`config.mk`:
```
export PLATFORM = sky130hd
export DESIGN_NAME = multicycle_controller_flat
export DESIGN_NICKNAME = d
export VERILOG_FILES = /design/src/rtl/multicycle_controller_pkg.sv /design/src/rtl/multicycle_controller_if.sv /design/src/rtl/multicycle_controller_decode.sv /design/src/rtl/multicycle_controller.sv /design/src/flat_wrapper.sv
export SDC_FILE = /design/constraint.sdc
export NUM_CORES = 1
export LEC_CHECK = 0
export CORE_MARGIN = 4
export CORE_UTILIZATION = 30
export CTS_CLUSTER_SIZE = 24
export DETAILED_ROUTE_END_ITERATION = 10
export PLACE_DENSITY = 0.65
export SYNTH_ARGS = -nofsm -noshare
export SYNTH_HDL_FRONTEND = slang
export SYNTH_SLANG_ARGS = --single-unit
```
`constraint.sdc`:
```
create_clock -name clk -period 2.1 [get_ports clk]
set_clock_uncertainty 0.1 [all_clocks]
set_input_delay 0.63 -clock clk [delete_from_list [all_inputs] [get_ports clk]]
set_output_delay 0.63 -clock clk [all_outputs]
set_load 0.01 [all_outputs]
```
`src/rtl/multicycle_controller_pkg.sv`:
```
// Shared definitions for the multicycle CPU control sequencer: state
// encoding, opcodes, ALU function codes, condition codes and the control word.
// The PU*/PO* encodings are always declared here; whether they are reachable
// depends on CTRL_STACK_EN in the sequencer.
package cpu_ctrl_pkg;

   typedef enum logic [4:0] {
      S_RST  = 5'd0,
      S_F0   = 5'd1,
      S_F1   = 5'd2,
      S_F2   = 5'd3,
      S_DEC  = 5'd4,
      S_BR0  = 5'd5,
      S_ALU0 = 5'd6,
      S_LDT0 = 5'd7,
      S_LD0  = 5'd8,
      S_LD1  = 5'd9,
      S_LD2  = 5'd10,
      S_ST0  = 5'd11,
      S_ST1  = 5'd12,
      S_ST2  = 5'd13,
      S_PU0  = 5'd14,
      S_PU1  = 5'd15,
      S_PU2  = 5'd16,
      S_PU3  = 5'd17,
      S_PO0  = 5'd18,
      S_PO1  = 5'd19,
      S_PO2  = 5'd20,
      S_PO3  = 5'd21,
      S_HALT = 5'd22
   } state_t;

   // Condition codes carried in ir1 for the conditional jumps
   localparam logic [3:0] CC_ALWAYS = 4'b0000;
   localparam logic [3:0] CC_C      = 4'b0001;
   localparam logic [3:0] CC_NC     = 4'b0010;
   localparam logic [3:0] CC_Z      = 4'b0011;
   localparam logic [3:0] CC_NZ     = 4'b0100;
   localparam logic [3:0] CC_V      = 4'b0101;
   localparam logic [3:0] CC_NV     = 4'b0110;
   localparam logic [3:0] CC_S      = 4'b0111;
   localparam logic [3:0] CC_NS     = 4'b1000;

   // Opcodes above the last condition code
   localparam logic [3:0] OP_BR_LAST = CC_NS;
   localparam logic [3:0] OP_ALU     = 4'b1001;
   localparam logic [3:0] OP_LDT     = 4'b1010;
   localparam logic [3:0] OP_LOAD    = 4'b1011;
   localparam logic [3:0] OP_STORE   = 4'b1100;
   localparam logic [3:0] OP_PUSH    = 4'b1101;
   localparam logic [3:0] OP_POP     = 4'b1110;
   localparam logic [3:0] OP_HALT    = 4'b1111;

   // ALU function codes driven on fnotsel_cont
   localparam logic [2:0] FN_ADD   = 3'b000;
   localparam logic [2:0] FN_NEG   = 3'b001;
   localparam logic [2:0] FN_OR    = 3'b010;
   localparam logic [2:0] FN_NOT   = 3'b011;
   localparam logic [2:0] FN_INC   = 3'b100;
   localparam logic [2:0] FN_DEC   = 3'b101;
   localparam logic [2:0] FN_PASSX = 3'b110;
   localparam logic [2:0] FN_PASSY = 3'b111;

   typedef struct packed {
      logic       tmar;
      logic       ldmar;
      logic       tmdr;
      logic       ldmdr;
      logic       memwr;
      logic       memrd;
      logic       rd;
      logic       wr;
      logic       tsp;
      logic       ldsp;
      logic       tpc;
      logic       ldpc;
      logic       ldt;
      logic       tir;
      logic       ldir;
      logic       m1;
      logic       m2;
      logic [2:0] fn;
      logic       halted;
   } ctrl_t;

   function automatic logic is_branch(input logic [3:0] op);
      return op <= OP_BR_LAST;
   endfunction

endpackage

```
`src/rtl/multicycle_controller_if.sv`:
```
// Datapath/memory side of the control sequencer. The controller uses the
// master modport; the datapath model uses the slave modport.
interface multicycle_controller_if;
   logic [3:0] ir1;
   logic [2:0] ir2;
   logic       dcond;
   logic       mem_ready;
   logic       tmar;
   logic       ldmar;
   logic       tmdr;
   logic       ldmdr;
   logic       memwr;
   logic       memrd;
   logic       rd;
   logic       wr;
   logic       tsp;
   logic       ldsp;
   logic       tpc;
   logic       ldpc;
   logic       ldt;
   logic       tir;
   logic       ldir;
   logic       m1;
   logic       m2;
   logic [2:0] fnotsel_cont;
   logic       halted;
   logic       illegal;
   logic [4:0] state_o;

   modport master (
      input  ir1, ir2, dcond, mem_ready,
      output tmar, ldmar, tmdr, ldmdr, memwr, memrd, rd, wr, tsp, ldsp,
             tpc, ldpc, ldt, tir, ldir, m1, m2, fnotsel_cont, halted,
             illegal, state_o
   );

   modport slave (
      output ir1, ir2, dcond, mem_ready,
      input  tmar, ldmar, tmdr, ldmdr, memwr, memrd, rd, wr, tsp, ldsp,
             tpc, ldpc, ldt, tir, ldir, m1, m2, fnotsel_cont, halted,
             illegal, state_o
   );
endinterface

```
`src/rtl/multicycle_controller_decode.sv`:
```
// Moore output decode: maps the current state to the full datapath control
// word. The PU*/PO* decodes exist only when CTRL_STACK_EN is defined;
// otherwise tsp/ldsp are never set.
module ctrl_decode
   import cpu_ctrl_pkg::*;
(
   input  state_t state,
   input  logic   dcond,
   output ctrl_t  ctrl
);

   // One control word per state; anything not listed drives all strobes low
   always_comb begin
      ctrl = '0;
      case (state)
         S_F0:   begin ctrl.tpc  = 1'b1; ctrl.fn = FN_PASSX; ctrl.ldmar = 1'b1; end
         S_F1:   begin ctrl.tmar = 1'b1; ctrl.memrd = 1'b1;  ctrl.ldir  = 1'b1; end
         S_F2:   begin ctrl.tpc  = 1'b1; ctrl.fn = FN_INC;   ctrl.ldpc  = 1'b1; end
         S_BR0:  begin ctrl.tir  = 1'b1; ctrl.fn = FN_PASSX; ctrl.ldpc  = dcond; end
         S_ALU0: begin ctrl.rd   = 1'b1; ctrl.m1 = 1'b1;     ctrl.wr    = 1'b1; end
         S_LDT0: begin ctrl.rd   = 1'b1; ctrl.fn = FN_PASSX; ctrl.ldt   = 1'b1; end
         S_LD0:  begin ctrl.rd   = 1'b1; ctrl.fn = FN_PASSX; ctrl.ldmar = 1'b1; end
         S_LD1:  begin ctrl.tmar = 1'b1; ctrl.memrd = 1'b1;  ctrl.ldmdr = 1'b1; end
         S_LD2:  begin ctrl.tmdr = 1'b1; ctrl.fn = FN_PASSX; ctrl.wr    = 1'b1; end
         S_ST0:  begin ctrl.fn   = FN_PASSY; ctrl.ldmar = 1'b1; end
         S_ST1:  begin ctrl.rd   = 1'b1; ctrl.fn = FN_PASSX; ctrl.m2 = 1'b1; ctrl.ldmdr = 1'b1; end
         S_ST2:  begin ctrl.tmar = 1'b1; ctrl.memwr = 1'b1; end
`ifdef CTRL_STACK_EN
         S_PU0:  begin ctrl.tsp  = 1'b1; ctrl.fn = FN_DEC;   ctrl.ldsp  = 1'b1; end
         S_PU1:  begin ctrl.tsp  = 1'b1; ctrl.fn = FN_PASSX; ctrl.ldmar = 1'b1; end
         S_PU2:  begin ctrl.rd   = 1'b1; ctrl.fn = FN_PASSX; ctrl.m2 = 1'b1; ctrl.ldmdr = 1'b1; end
         S_PU3:  begin ctrl.tmar = 1'b1; ctrl.memwr = 1'b1; end
         S_PO0:  begin ctrl.tsp  = 1'b1; ctrl.fn = FN_PASSX; ctrl.ldmar = 1'b1; end
         S_PO1:  begin ctrl.tmar = 1'b1; ctrl.memrd = 1'b1;  ctrl.ldmdr = 1'b1; end
         S_PO2:  begin ctrl.tmdr = 1'b1; ctrl.fn = FN_PASSX; ctrl.wr    = 1'b1; end
         S_PO3:  begin ctrl.tsp  = 1'b1; ctrl.fn = FN_INC;   ctrl.ldsp  = 1'b1; end
`endif
         S_HALT: begin ctrl.halted = 1'b1; end
         default: ;
      endcase
   end

endmodule

```
`src/rtl/multicycle_controller.sv`:
```
// Hardwired Moore control sequencer for the multicycle CPU datapath:
// fetch, decode and execute of the 16-bit instruction set.
// Optional feature macro: CTRL_STACK_EN (PUSH/POP support). Without it,
// PUSH/POP flag illegal in DEC and execute as a NOP.
module multicycle_controller
   import cpu_ctrl_pkg::*;
#(
   parameter int SP_EN_DEFAULT = 1
)
(
   input  logic                       clk,
   input  logic                       reset,
   multicycle_controller_if.master    bus
);

   if (SP_EN_DEFAULT != 0 && SP_EN_DEFAULT != 1) begin : g_bad_sp_en
      $error("SP_EN_DEFAULT must be 0 or 1");
   end

   state_t state_q;
   state_t state_d;
   ctrl_t  ctrl;

   // State register; reset parks the sequencer in RST
   always_ff @(posedge clk) begin
      if (reset) begin
         state_q <= S_RST;
      end else begin
         state_q <= state_d;
      end
   end

   // Next state: linear sequencing, memory waits on mem_ready, opcode dispatch in DEC
   always_comb begin
      state_d = state_q;
      case (state_q)
         S_RST:  state_d = S_F0;
         S_F0:   state_d = S_F1;
         S_F1:   if (bus.mem_ready) state_d = S_F2;
         S_F2:   state_d = S_DEC;
         S_DEC: begin
            if (is_branch(bus.ir1)) begin
               state_d = S_BR0;
            end else begin
               case (bus.ir1)
                  OP_ALU:   state_d = S_ALU0;
                  OP_LDT:   state_d = S_LDT0;
                  OP_LOAD:  state_d = S_LD0;
                  OP_STORE: state_d = S_ST0;
`ifdef CTRL_STACK_EN
                  OP_PUSH:  state_d = S_PU0;
                  OP_POP:   state_d = S_PO0;
`endif
                  OP_HALT:  state_d = S_HALT;
                  default:  state_d = S_F0;
               endcase
            end
         end
         S_BR0:  state_d = S_F0;
         S_ALU0: state_d = S_F0;
         S_LDT0: state_d = S_F0;
         S_LD0:  state_d = S_LD1;
         S_LD1:  if (bus.mem_ready) state_d = S_LD2;
         S_LD2:  state_d = S_F0;
         S_ST0:  state_d = S_ST1;
         S_ST1:  state_d = S_ST2;
         S_ST2:  if (bus.mem_ready) state_d = S_F0;
`ifdef CTRL_STACK_EN
         S_PU0:  state_d = S_PU1;
         S_PU1:  state_d = S_PU2;
         S_PU2:  state_d = S_PU3;
         S_PU3:  if (bus.mem_ready) state_d = S_F0;
         S_PO0:  state_d = S_PO1;
         S_PO1:  if (bus.mem_ready) state_d = S_PO2;
         S_PO2:  state_d = S_PO3;
         S_PO3:  state_d = S_F0;
`endif
         S_HALT: state_d = S_HALT;
         default: state_d = S_RST;
      endcase
   end

   ctrl_decode u_decode (
      .state (state_q),
      .dcond (bus.dcond),
      .ctrl  (ctrl)
   );

   // Load strobes and memwr are masked while reset is high so no register or
   // memory location is disturbed in the cycle reset arrives.
   assign bus.tmar         = ctrl.tmar;
   assign bus.ldmar        = ctrl.ldmar & ~reset;
   assign bus.tmdr         = ctrl.tmdr;
   assign bus.ldmdr        = ctrl.ldmdr & ~reset;
   assign bus.memwr        = ctrl.memwr & ~reset;
   assign bus.memrd        = ctrl.memrd;
   assign bus.rd           = ctrl.rd;
   assign bus.wr           = ctrl.wr;
   assign bus.tsp          = ctrl.tsp;
   assign bus.ldsp         = ctrl.ldsp & ~reset;
   assign bus.tpc          = ctrl.tpc;
   assign bus.ldpc         = ctrl.ldpc & ~reset;
   assign bus.ldt          = ctrl.ldt & ~reset;
   assign bus.tir          = ctrl.tir;
   assign bus.ldir         = ctrl.ldir & ~reset;
   assign bus.m1           = ctrl.m1;
   assign bus.m2           = ctrl.m2;
   assign bus.fnotsel_cont = ctrl.fn;
   assign bus.halted       = ctrl.halted;
   assign bus.state_o      = state_q;

`ifdef CTRL_STACK_EN
   assign bus.illegal = 1'b0;
`else
   assign bus.illegal = (state_q == S_DEC) && ((bus.ir1 == OP_PUSH) || (bus.ir1 == OP_POP));
`endif

endmodule

```
`src/flat_wrapper.sv`:
```
// flat-port wrapper written by rule: the top's interface ports become plain ports
module multicycle_controller_flat import cpu_ctrl_pkg::*;
#(
   parameter int SP_EN_DEFAULT = 1
)
  (clk, reset, bus_ir1, bus_ir2, bus_dcond, bus_mem_ready, bus_tmar, bus_ldmar, bus_tmdr, bus_ldmdr, bus_memwr, bus_memrd, bus_rd, bus_wr, bus_tsp, bus_ldsp, bus_tpc, bus_ldpc, bus_ldt, bus_tir, bus_ldir, bus_m1, bus_m2, bus_fnotsel_cont, bus_halted, bus_illegal, bus_state_o);
  multicycle_controller_if bus_i ();
  input  logic clk;
  input  logic reset;
  input wire logic [$bits(bus_i.ir1)-1:0] bus_ir1;
  input wire logic [$bits(bus_i.ir2)-1:0] bus_ir2;
  input wire logic [$bits(bus_i.dcond)-1:0] bus_dcond;
  input wire logic [$bits(bus_i.mem_ready)-1:0] bus_mem_ready;
  output wire logic [$bits(bus_i.tmar)-1:0] bus_tmar;
  output wire logic [$bits(bus_i.ldmar)-1:0] bus_ldmar;
  output wire logic [$bits(bus_i.tmdr)-1:0] bus_tmdr;
  output wire logic [$bits(bus_i.ldmdr)-1:0] bus_ldmdr;
  output wire logic [$bits(bus_i.memwr)-1:0] bus_memwr;
  output wire logic [$bits(bus_i.memrd)-1:0] bus_memrd;
  output wire logic [$bits(bus_i.rd)-1:0] bus_rd;
  output wire logic [$bits(bus_i.wr)-1:0] bus_wr;
  output wire logic [$bits(bus_i.tsp)-1:0] bus_tsp;
  output wire logic [$bits(bus_i.ldsp)-1:0] bus_ldsp;
  output wire logic [$bits(bus_i.tpc)-1:0] bus_tpc;
  output wire logic [$bits(bus_i.ldpc)-1:0] bus_ldpc;
  output wire logic [$bits(bus_i.ldt)-1:0] bus_ldt;
  output wire logic [$bits(bus_i.tir)-1:0] bus_tir;
  output wire logic [$bits(bus_i.ldir)-1:0] bus_ldir;
  output wire logic [$bits(bus_i.m1)-1:0] bus_m1;
  output wire logic [$bits(bus_i.m2)-1:0] bus_m2;
  output wire logic [$bits(bus_i.fnotsel_cont)-1:0] bus_fnotsel_cont;
  output wire logic [$bits(bus_i.halted)-1:0] bus_halted;
  output wire logic [$bits(bus_i.illegal)-1:0] bus_illegal;
  output wire logic [$bits(bus_i.state_o)-1:0] bus_state_o;
  assign bus_i.ir1 = bus_ir1;
  assign bus_i.ir2 = bus_ir2;
  assign bus_i.dcond = bus_dcond;
  assign bus_i.mem_ready = bus_mem_ready;
  assign bus_tmar = bus_i.tmar;
  assign bus_ldmar = bus_i.ldmar;
  assign bus_tmdr = bus_i.tmdr;
  assign bus_ldmdr = bus_i.ldmdr;
  assign bus_memwr = bus_i.memwr;
  assign bus_memrd = bus_i.memrd;
  assign bus_rd = bus_i.rd;
  assign bus_wr = bus_i.wr;
  assign bus_tsp = bus_i.tsp;
  assign bus_ldsp = bus_i.ldsp;
  assign bus_tpc = bus_i.tpc;
  assign bus_ldpc = bus_i.ldpc;
  assign bus_ldt = bus_i.ldt;
  assign bus_tir = bus_i.tir;
  assign bus_ldir = bus_i.ldir;
  assign bus_m1 = bus_i.m1;
  assign bus_m2 = bus_i.m2;
  assign bus_fnotsel_cont = bus_i.fnotsel_cont;
  assign bus_halted = bus_i.halted;
  assign bus_illegal = bus_i.illegal;
  assign bus_state_o = bus_i.state_o;
  multicycle_controller #(.SP_EN_DEFAULT(SP_EN_DEFAULT)) u_core (.clk(clk), .reset(reset), .bus(bus_i));
endmodule
```
* Word level (Yosys, flattened, before mapping) *
Index checks and enable logic that the tools add are counted.

storage, ports and cells
  register bits after elaboration = 5
  input port bits = 11
  word-level logic and storage cells = 69

operators by class
  order comparisons = 1
  eq/ne operators = 24
  mux-type cells = 23
  bitwise operators = 7
  reduce and logical (&&, ||, !) cells = 13

operators with widths
  kind                  number
  $pmux W5 S11          1
  $eq A5 B4 Y1 const B  6
  $eq A4 B4 Y1 const B  7
  $pmux W5 S5           1
  $eq A5 B3 Y1 const B  4
  $mux W5               4
  $mux W1               15
  $eq A5 B2 Y1 const B  2
  $pmux W3 S3           1
  $reduce_or A2 Y1      4
  $and A1 B1 Y1         6
  $ne A2 B2 Y1 const B  3
  $reduce_or A3 Y1      2
  $reduce_or A6 Y1      1
  $eq A5 B1 Y1 const B  1
  $eq A5 B5 Y1 const B  1
  $logic_not A5 Y1      1
  $reduce_or A5 Y1      1
  $le A4 B4 Y1 const B  1
  $reduce_or A4 Y1      1
  $reduce_and A3 Y1     1
  $pmux W1 S2           1
  $logic_and A1 B1 Y1   1
  $logic_or A1 B1 Y1    1
  $not A1 Y1            1

* Depth between registers and ports, before layout *
Gate-level depths: netlist (run 1).

  word-level depth = 4
  gate-level depth with buffers = 5
  mapped depth without buffers = 4

* Modules after synthesis *
From an unflattened synthesis (run 1), not the netlist that was laid out.

unflattened totals
  cells, all modules = 116
  area total of the unflattened synthesis = 829.5 µm²

by module, submodules not included
  module                 times used  cells each  area each (µm²)  seq. area each (µm²)
  multicycle_controller  1           65          490.5            100.1
  ctrl_decode            1           51          339.1            0.0

* Worst setup path before layout (run 1) *
Ideal clock, no wire load.

  path type = reg2out
  from = reg u_core.state_q[3], in the netlist u_core.bus.state_o[3]
  to = out bus_wr
  arrival = 1.297 ns
  required time = 1.370 ns
  setup slack = 0.073 ns
  cell stages (with the launch flop) = 6
  buffers on the path = 2
  cells stage by stage = dfxtp_1 -> buf_4 -> buf_2 -> nand2_1 -> nor3_1 -> or2_1

on the way
  longest elaborated chain between the ends = 3
  elaborated cells between the ends (all ways) = 4
  those cells by class = 2 x eq/ne; 1 x mux; 1 x reduce/logical

ends and longest elaborated chain
  item                                                 RTL line                            source
  start, declared                                      multicycle_controller.sv:20         state_t state_q;
  start signal, assigned                               multicycle_controller.sv:29         state_q <= state_d;
  $eq A5 B3 Y1 / $eq A5 B4 Y1 (equally long branches)  multicycle_controller_decode.sv:15  case (state)
  $reduce_or A2 Y1 (no line) (*)                       -
  $mux W1 (*)                                          multicycle_controller_decode.sv:15
  end, declared                                        flat_wrapper.sv:21                  output wire logic [$bits(bus_i.wr)-1:0] bus_wr;

Mark *: on every way between the ends. The rest lies on a longest branch, timed or not.

* Final worst setup path (run 1) *
  from = reg u_core.state_q[3], in the netlist u_core.bus.state_o[3]
  to = out bus_illegal

on the way
  longest elaborated chain between the ends = 2

ends and longest elaborated chain
  item                 RTL line                      source
  $eq A5 B3 Y1         multicycle_controller.sv:115  assign bus.illegal = (state_q == S_DEC) && ((bus.ir1 == OP_PUSH) || (bus.ir1 == OP_POP));
  $logic_and A1 B1 Y1  multicycle_controller.sv:115
  end, declared        flat_wrapper.sv:33            output wire logic [$bits(bus_i.illegal)-1:0] bus_illegal;

Every way passes these cells.

==> results.json, run 1 <==
{
  "outcome": "complete, but fails checks",
  "violations": "negative setup slack",
  "vias_per_cell": 5.56,
  "drtPass1Iterations": 4,
  "synth_top_family_by_area": "simple AND/OR/NAND/NOR gates",
  "synthAdderAreaFrac": 0,
  "yosysTopAreaCell": "dfxtp_1",
  "drv_cap": 0,
  "period_needed_ns": 2.23,
  "netlist_area_um2": 746,
  "synth_mux_area_frac": 0,
  "postSynthAreaPerCell_um2": 7.24,
  "synth_top_area_frac": 0.134,
  "syn_inst": 103,
  "drc": 0,
  "hold_viol": 0,
  "ios": 38,
  "wirelength_um": 3780,
  "area_delta_synth_final_pct": 130,
  "clk_path_buf_depth": 2,
  "synth-xor-area-share": 0.0587,
  "use_met2": 0.369,
  "grt_pass1_vias": 1152,
  "stdcell_area_um2": 1720,
  "end_kind": "primary output",
  "async_flop_share": 0,
  "grt_start_max_net_pins": 11,
  "synthTopCellsByArea": "dfxtp_1 (13%), nand2b_1 (5.9%), nor2_1 (5.5%)",
  "leakage_nw": 0.835,
  "fmax_mhz": 448,
  "met3_usage": 0.0223,
  "setup_viol": 9,
  "synthFlopType": "dfxtp_1",
  "synth-edff-count": 0,
  "fp-row-count": 17,
  "drive_above_1_share": 0.639,
  "use_met1": 0.234,
  "first_iter_violations": 67,
  "ys_top_cells_by_count": "nor2_1 (11), nand2_1 (8), nand2b_1 (7)",
  "drv_slew": 0,
  "synth.most_common_cell": "nor2_1",
  "grt_busiest_layer": "met2",
  "cts_made_buffers": 3,
  "path_max_fanout": 6,
  "io_buffers": 32,
  "yosysWarnings": 0,
  "hold_path.class": "in2reg",
  "nFillCells": 152,
  "via_count": 1235,
  "tns_ns": -0.552,
  "fp.dieH_um": 57.9,
  "cp-start-kind": "register",
  "dpl_cell_area_um2": 1360,
  "fin_ws_ns": -0.130,
  "cts.sinks": 5,
  "dp.cells": 197,
  "yosys.area_share.simple": 0.433,
  "insertedDiodeCount": 0,
  "cts.clk_slew.worst_paths_ns": 0.05,
  "yosysUniqueCellTypes": 45,
  "critPathKind": "reg2out",
  "largest_reg_flops": 5,
  "ys_ff_latch": 5,
  "start_util": 0.325,
  "grt_usage": 0.205,
  "overflow": 0,
  "antenna_found_initial": 0,
  "gp_congestion": 0.837,
  "grt_pass1_wl_um": 5350,
  "timing.hold.ws_ns": 0.538,
  "ctsHtreeMaxLevel": 1,
  "coreArea_um2": 2300,
  "dp_hpwl_um": 2130,
  "detail-route-antenna-nets": 0,
  "layout.nets": 206,
  "crit_required_ns": 1.37,
  "clk_latency_ns": 0.27,
  "ys_seq_area_frac": 0.134,
  "drt-wirelength-per-cell_um": 17.0,
  "layoutNonFillerInstCount": 222,
  "synth_compound_area_frac": 0.253,
  "die_w_um": 57.9,
  "cts_tree": "built",
  "cts-root-buf": "clkbuf_4",
  "rsz0062_at_grt": "true",
  "p_per_area_nw_per_um2": 533,
  "peakVddDrop_uv": 372,
  "p_total_uw": 915,
  "fin_crit_sh": 1.06,
  "arrival_ns": 1.50,
  "die_area_um2": 3350
}
[what timing repair did]
action	4_1_cts	5_1_grt
gates resized for setup	121	38
endpoints found under the setup margin	24	17
hold buffers	0	0
pin swaps	18	24
buffers inserted	16	8
[where the power goes]
| part | total, mW | internal (mW) | switching, mW |
|---|---|---|---|
| clock network | 0.124 | 0.0726 | 0.0515 |
| logic | 0.658 | 0.361 | 0.298 |
| registers | 0.133 | 0.111 | 0.0219 |
| total | 0.915 | 0.544 | 0.371 |
[layer usage]
layer  share of wire  routed length, um
met5               0                  0
met4           0.041                155
met3           0.078                295
met2            0.48               1830
met1            0.40               1510
[critical path, cell delays in order, from the launching register on]
cell and delay, ns:
dfxtp_4 0.37, buf_6 0.14, nor3b_4 0.25, and3_4 0.23, nand2_2 0.05, nor2_2 0.08
buf_2 0.13
[cells by family after synthesis]
group	Yosys count
buf+inv	14
xor+xnor	5
compound gates	25
other cells	1
simple gates	53
flops	5
[cell type report]
type                       instances  area [um2]  share of cell area
timing repair buffer              97         828               0.483
multi-input combinational         85         698               0.407
sequential                         5         116              0.0678
tap                               28        35.0              0.0204
clock buffer                       4        26.3              0.0153
inverter                           3        11.3             0.00656
[path summary, 6_finish.rpt]
| check | from | cells after the start | to | slack, ns |
|---|---|---|---|---|
| setup / recovery | u_core.bus.state_o[3]$_SDFFE_PP0P_ | 6 | bus_illegal | -0.13 |
| hold / removal | reset | 2 | u_core.bus.state_o[1]$_SDFFE_PP0P_ | 0.54 |
| setup reg to reg | u_core.bus.state_o[1]$_SDFFE_PP0P_ | 9 | u_core.bus.state_o[1]$_SDFFE_PP0P_ | 0.24 |
| hold reg to reg | u_core.bus.state_o[4]$_SDFFE_PP0P_ | 2 | u_core.bus.state_o[0]$_SDFFE_PP0P_ | 0.57 |
[layout by cell type, fill, tap and decap left out, types with 2 or more instances in the layout]
| cell type | n |
|---|---|
| nand2_4 | 2 |
| a21oi_1 | 2 |
| inv_1 | 2 |
| nor2_4 | 5 |
| nor2_1 | 5 |
| o21ai_1 | 3 |
| nand2b_1 | 5 |
| nand2_1 | 5 |
| conb_1 | 2 |
| xnor2_1 | 4 |
| nand3b_1 | 3 |
| dfxtp_4 | 4 |
| a21oi_2 | 2 |
| nor3_4 | 2 |
| dlymetal6s2s_1 | 2 |
| buf_6 | 23 |
| clkbuf_4 | 3 |
| dlygate4sd2_1 | 5 |
| buf_4 | 42 |
| nand2b_4 | 2 |
| a31oi_1 | 2 |
| nor3_1 | 2 |
| and3_1 | 4 |
| buf_12 | 2 |
| o21ai_2 | 2 |
| nand3_1 | 2 |
| buf_2 | 17 |
| clkdlybuf4s50_1 | 4 |
[metrics by stage]
stage	utilization	setup slack [ns]
after floorplan	-	0.0732
after global placement	0.592	-0.811
after detailed placement	0.592	-0.870
after CTS	0.679	-0.144
after global routing	0.747	-0.194
final	0.747	-0.130
No activity file was read; power rests on OpenSTA's default activity.
==> run 2, diff against run 1 <==
--- a/config.mk
+++ b/config.mk
@@ -5,6 +5,7 @@
 export SDC_FILE = /design/constraint.sdc
 export NUM_CORES = 1
 export LEC_CHECK = 0
+export CAP_MARGIN = 10
 export CORE_MARGIN = 4
 export CORE_UTILIZATION = 30
 export CTS_CLUSTER_SIZE = 24
==> constraint.sdc (replaced) <==
create_clock -name clk -period 2.6 [get_ports clk]
set_clock_uncertainty 0.1 [all_clocks]
set_input_delay 0.78 -clock clk [delete_from_list [all_inputs] [get_ports clk]]
set_output_delay 0.78 -clock clk [all_outputs]
set_load 0.01 [all_outputs]
==> run 2 against run 1 <==
Compared with the run above:
- setup slack improved by 0.19 ns
- cell count decreased by 16%
- power decreased by 38%
- clock-buffer cell count unchanged
- the run now ends clean
- clock power decreased by 26%
- routed wire length decreased by 33%
- sequential share of layout area increased by 1.9 points
- utilization decreased by 17 points
==> results.json, run 2 (same netlist as run 1, synthesis figures left out) <==
{
  "via_count": 972,
  "path_max_fanout": 2,
  "period_needed_ns": 2.54,
  "first_iter_violations": 19,
  "insertedDiodeCount": 0,
  "drv_slew": 0,
  "dp_hpwl_um": 1910,
  "hold_path.class": "reg2reg",
  "fmax_mhz": 393,
  "fin_ws_ns": 0.0560,
  "dpl_cell_area_um2": 1240,
  "critPathKind": "in2out",
  "vias_per_cell": 5.23,
  "fin_crit_sh": 0.978,
  "leakage_nw": 0.644,
  "die_area_um2": 3350,
  "coreArea_um2": 2300,
  "p_per_area_nw_per_um2": 431,
  "fin_util": 0.573,
  "setup_viol": 0,
  "grt_start_max_net_pins": 19,
  "outcome": "complete, no violations",
  "antenna_found_initial": 0,
  "hold_viol": 0,
  "gp_congestion": 0.813,
  "grt_usage": 0.158,
  "io_buffers": 32,
  "cts.clk_slew.worst_paths_ns": 0.04,
  "peakVddDrop_uv": 246,
  "cts_tree": "built",
  "start_util": 0.325,
  "arrival_ns": 1.66,
  "drtPass1Iterations": 4,
  "end_kind": "primary output",
  "largest_reg_flops": 5,
  "crit_required_ns": 1.72,
  "holdBufCountCts": 0,
  "layoutNonFillerInstCount": 186,
  "overflow": 0,
  "holdPathStages": 2,
  "drv_cap": 0,
  "ctsHtreeMaxLevel": 1,
  "ios": 38,
  "cts-root-buf": "clkbuf_4",
  "stdcell_area_um2": 1320,
  "cts.sinks": 5,
  "ff2ff_path_depth": 5,
  "fp.dieH_um": 57.9,
  "grt_pass1_wl_um": 4230,
  "detail-route-antenna-nets": 0,
  "dp.cells": 180,
  "drt-wirelength-per-cell_um": 13.7,
  "cts_made_buffers": 3,
  "drive_above_1_share": 0.373,
  "fp-row-count": 17,
  "p_total_uw": 567,
  "area_delta_synth_final_pct": 76.5,
  "clk_latency_ns": 0.25,
  "grt_pass1_vias": 951,
  "drc": 0,
  "die_w_um": 57.9,
  "layout.nets": 170,
  "wirelength_um": 2540,
  "clk_path_buf_depth": 2,
  "final_common_cell": "buf_4",
  "cp-start-kind": "primary input",
  "dpl_worst_slack_ns": -0.640,
  "final_cell_mix": "buf_4 (28), clkdlybuf4s50_1 (13), dlygate4sd2_1 (10), nor2_1 (9)"
}
run 2: layout make-up:
class	count	area [um2]
sequential	5	114
clock buffer	4	26.3
tap	28	35.0
multi-input combinational	85	599
fill	223	981
timing repair buffer	61	531
inverter	3	11.3
run 2: worst max-delay path, cell delays in order:
cell	delay [ns]
clkdlybuf4s50_1	0.44
xnor2_1	0.23
nor2_1	0.07
buf_2	0.14
run 2: per-stage QoR:
step / hold slack (ns) / setup TNS, ns
finish: 0.487 / 0
floorplan: 0.591 / 0
global placement: 0.538 / -3.43
detailed placement: 0.529 / -3.52
global route: 0.526 / -0.0203
CTS: 0.531 / 0
run 2: final timing paths:
| kind | from | endpoint | slack, ns |
|---|---|---|---|
| min reg2reg | u_core.bus.state_o[0]$_SDFFE_PP0P_ | u_core.bus.state_o[3]$_SDFFE_PP0P_ | 0.49 |
| max | bus_ir1[1] | bus_illegal | 0.06 |
| min | u_core.bus.state_o[0]$_SDFFE_PP0P_ | u_core.bus.state_o[3]$_SDFFE_PP0P_ | 0.49 |
| max reg2reg | u_core.bus.state_o[3]$_SDFFE_PP0P_ | u_core.bus.state_o[1]$_SDFFE_PP0P_ | 0.87 |
run 2: metal layers:
| layer | routed length (um) | share of wire | global-route usage |
|---|---|---|---|
| met3 | 161 | 0.063 | 0.0401 |
| met5 | 0 | 0 | 0 |
| met2 | 1250 | 0.49 | 0.279 |
| met1 | 1100 | 0.43 | 0.181 |
| met4 | 34 | 0.013 | 0.0629 |
run 2: repair_timing:
action	CTS	global route
pin swaps	1	3
endpoints found under the setup margin	18	10
gates resized for setup	37	12
setup buffers	2	0
run 2: power by group:
part / switching, mW / internal [mW]
registers: 0.0242 / 0.0894
logic: 0.161 / 0.200
clock network: 0.0340 / 0.0582
total: 0.219 / 0.348
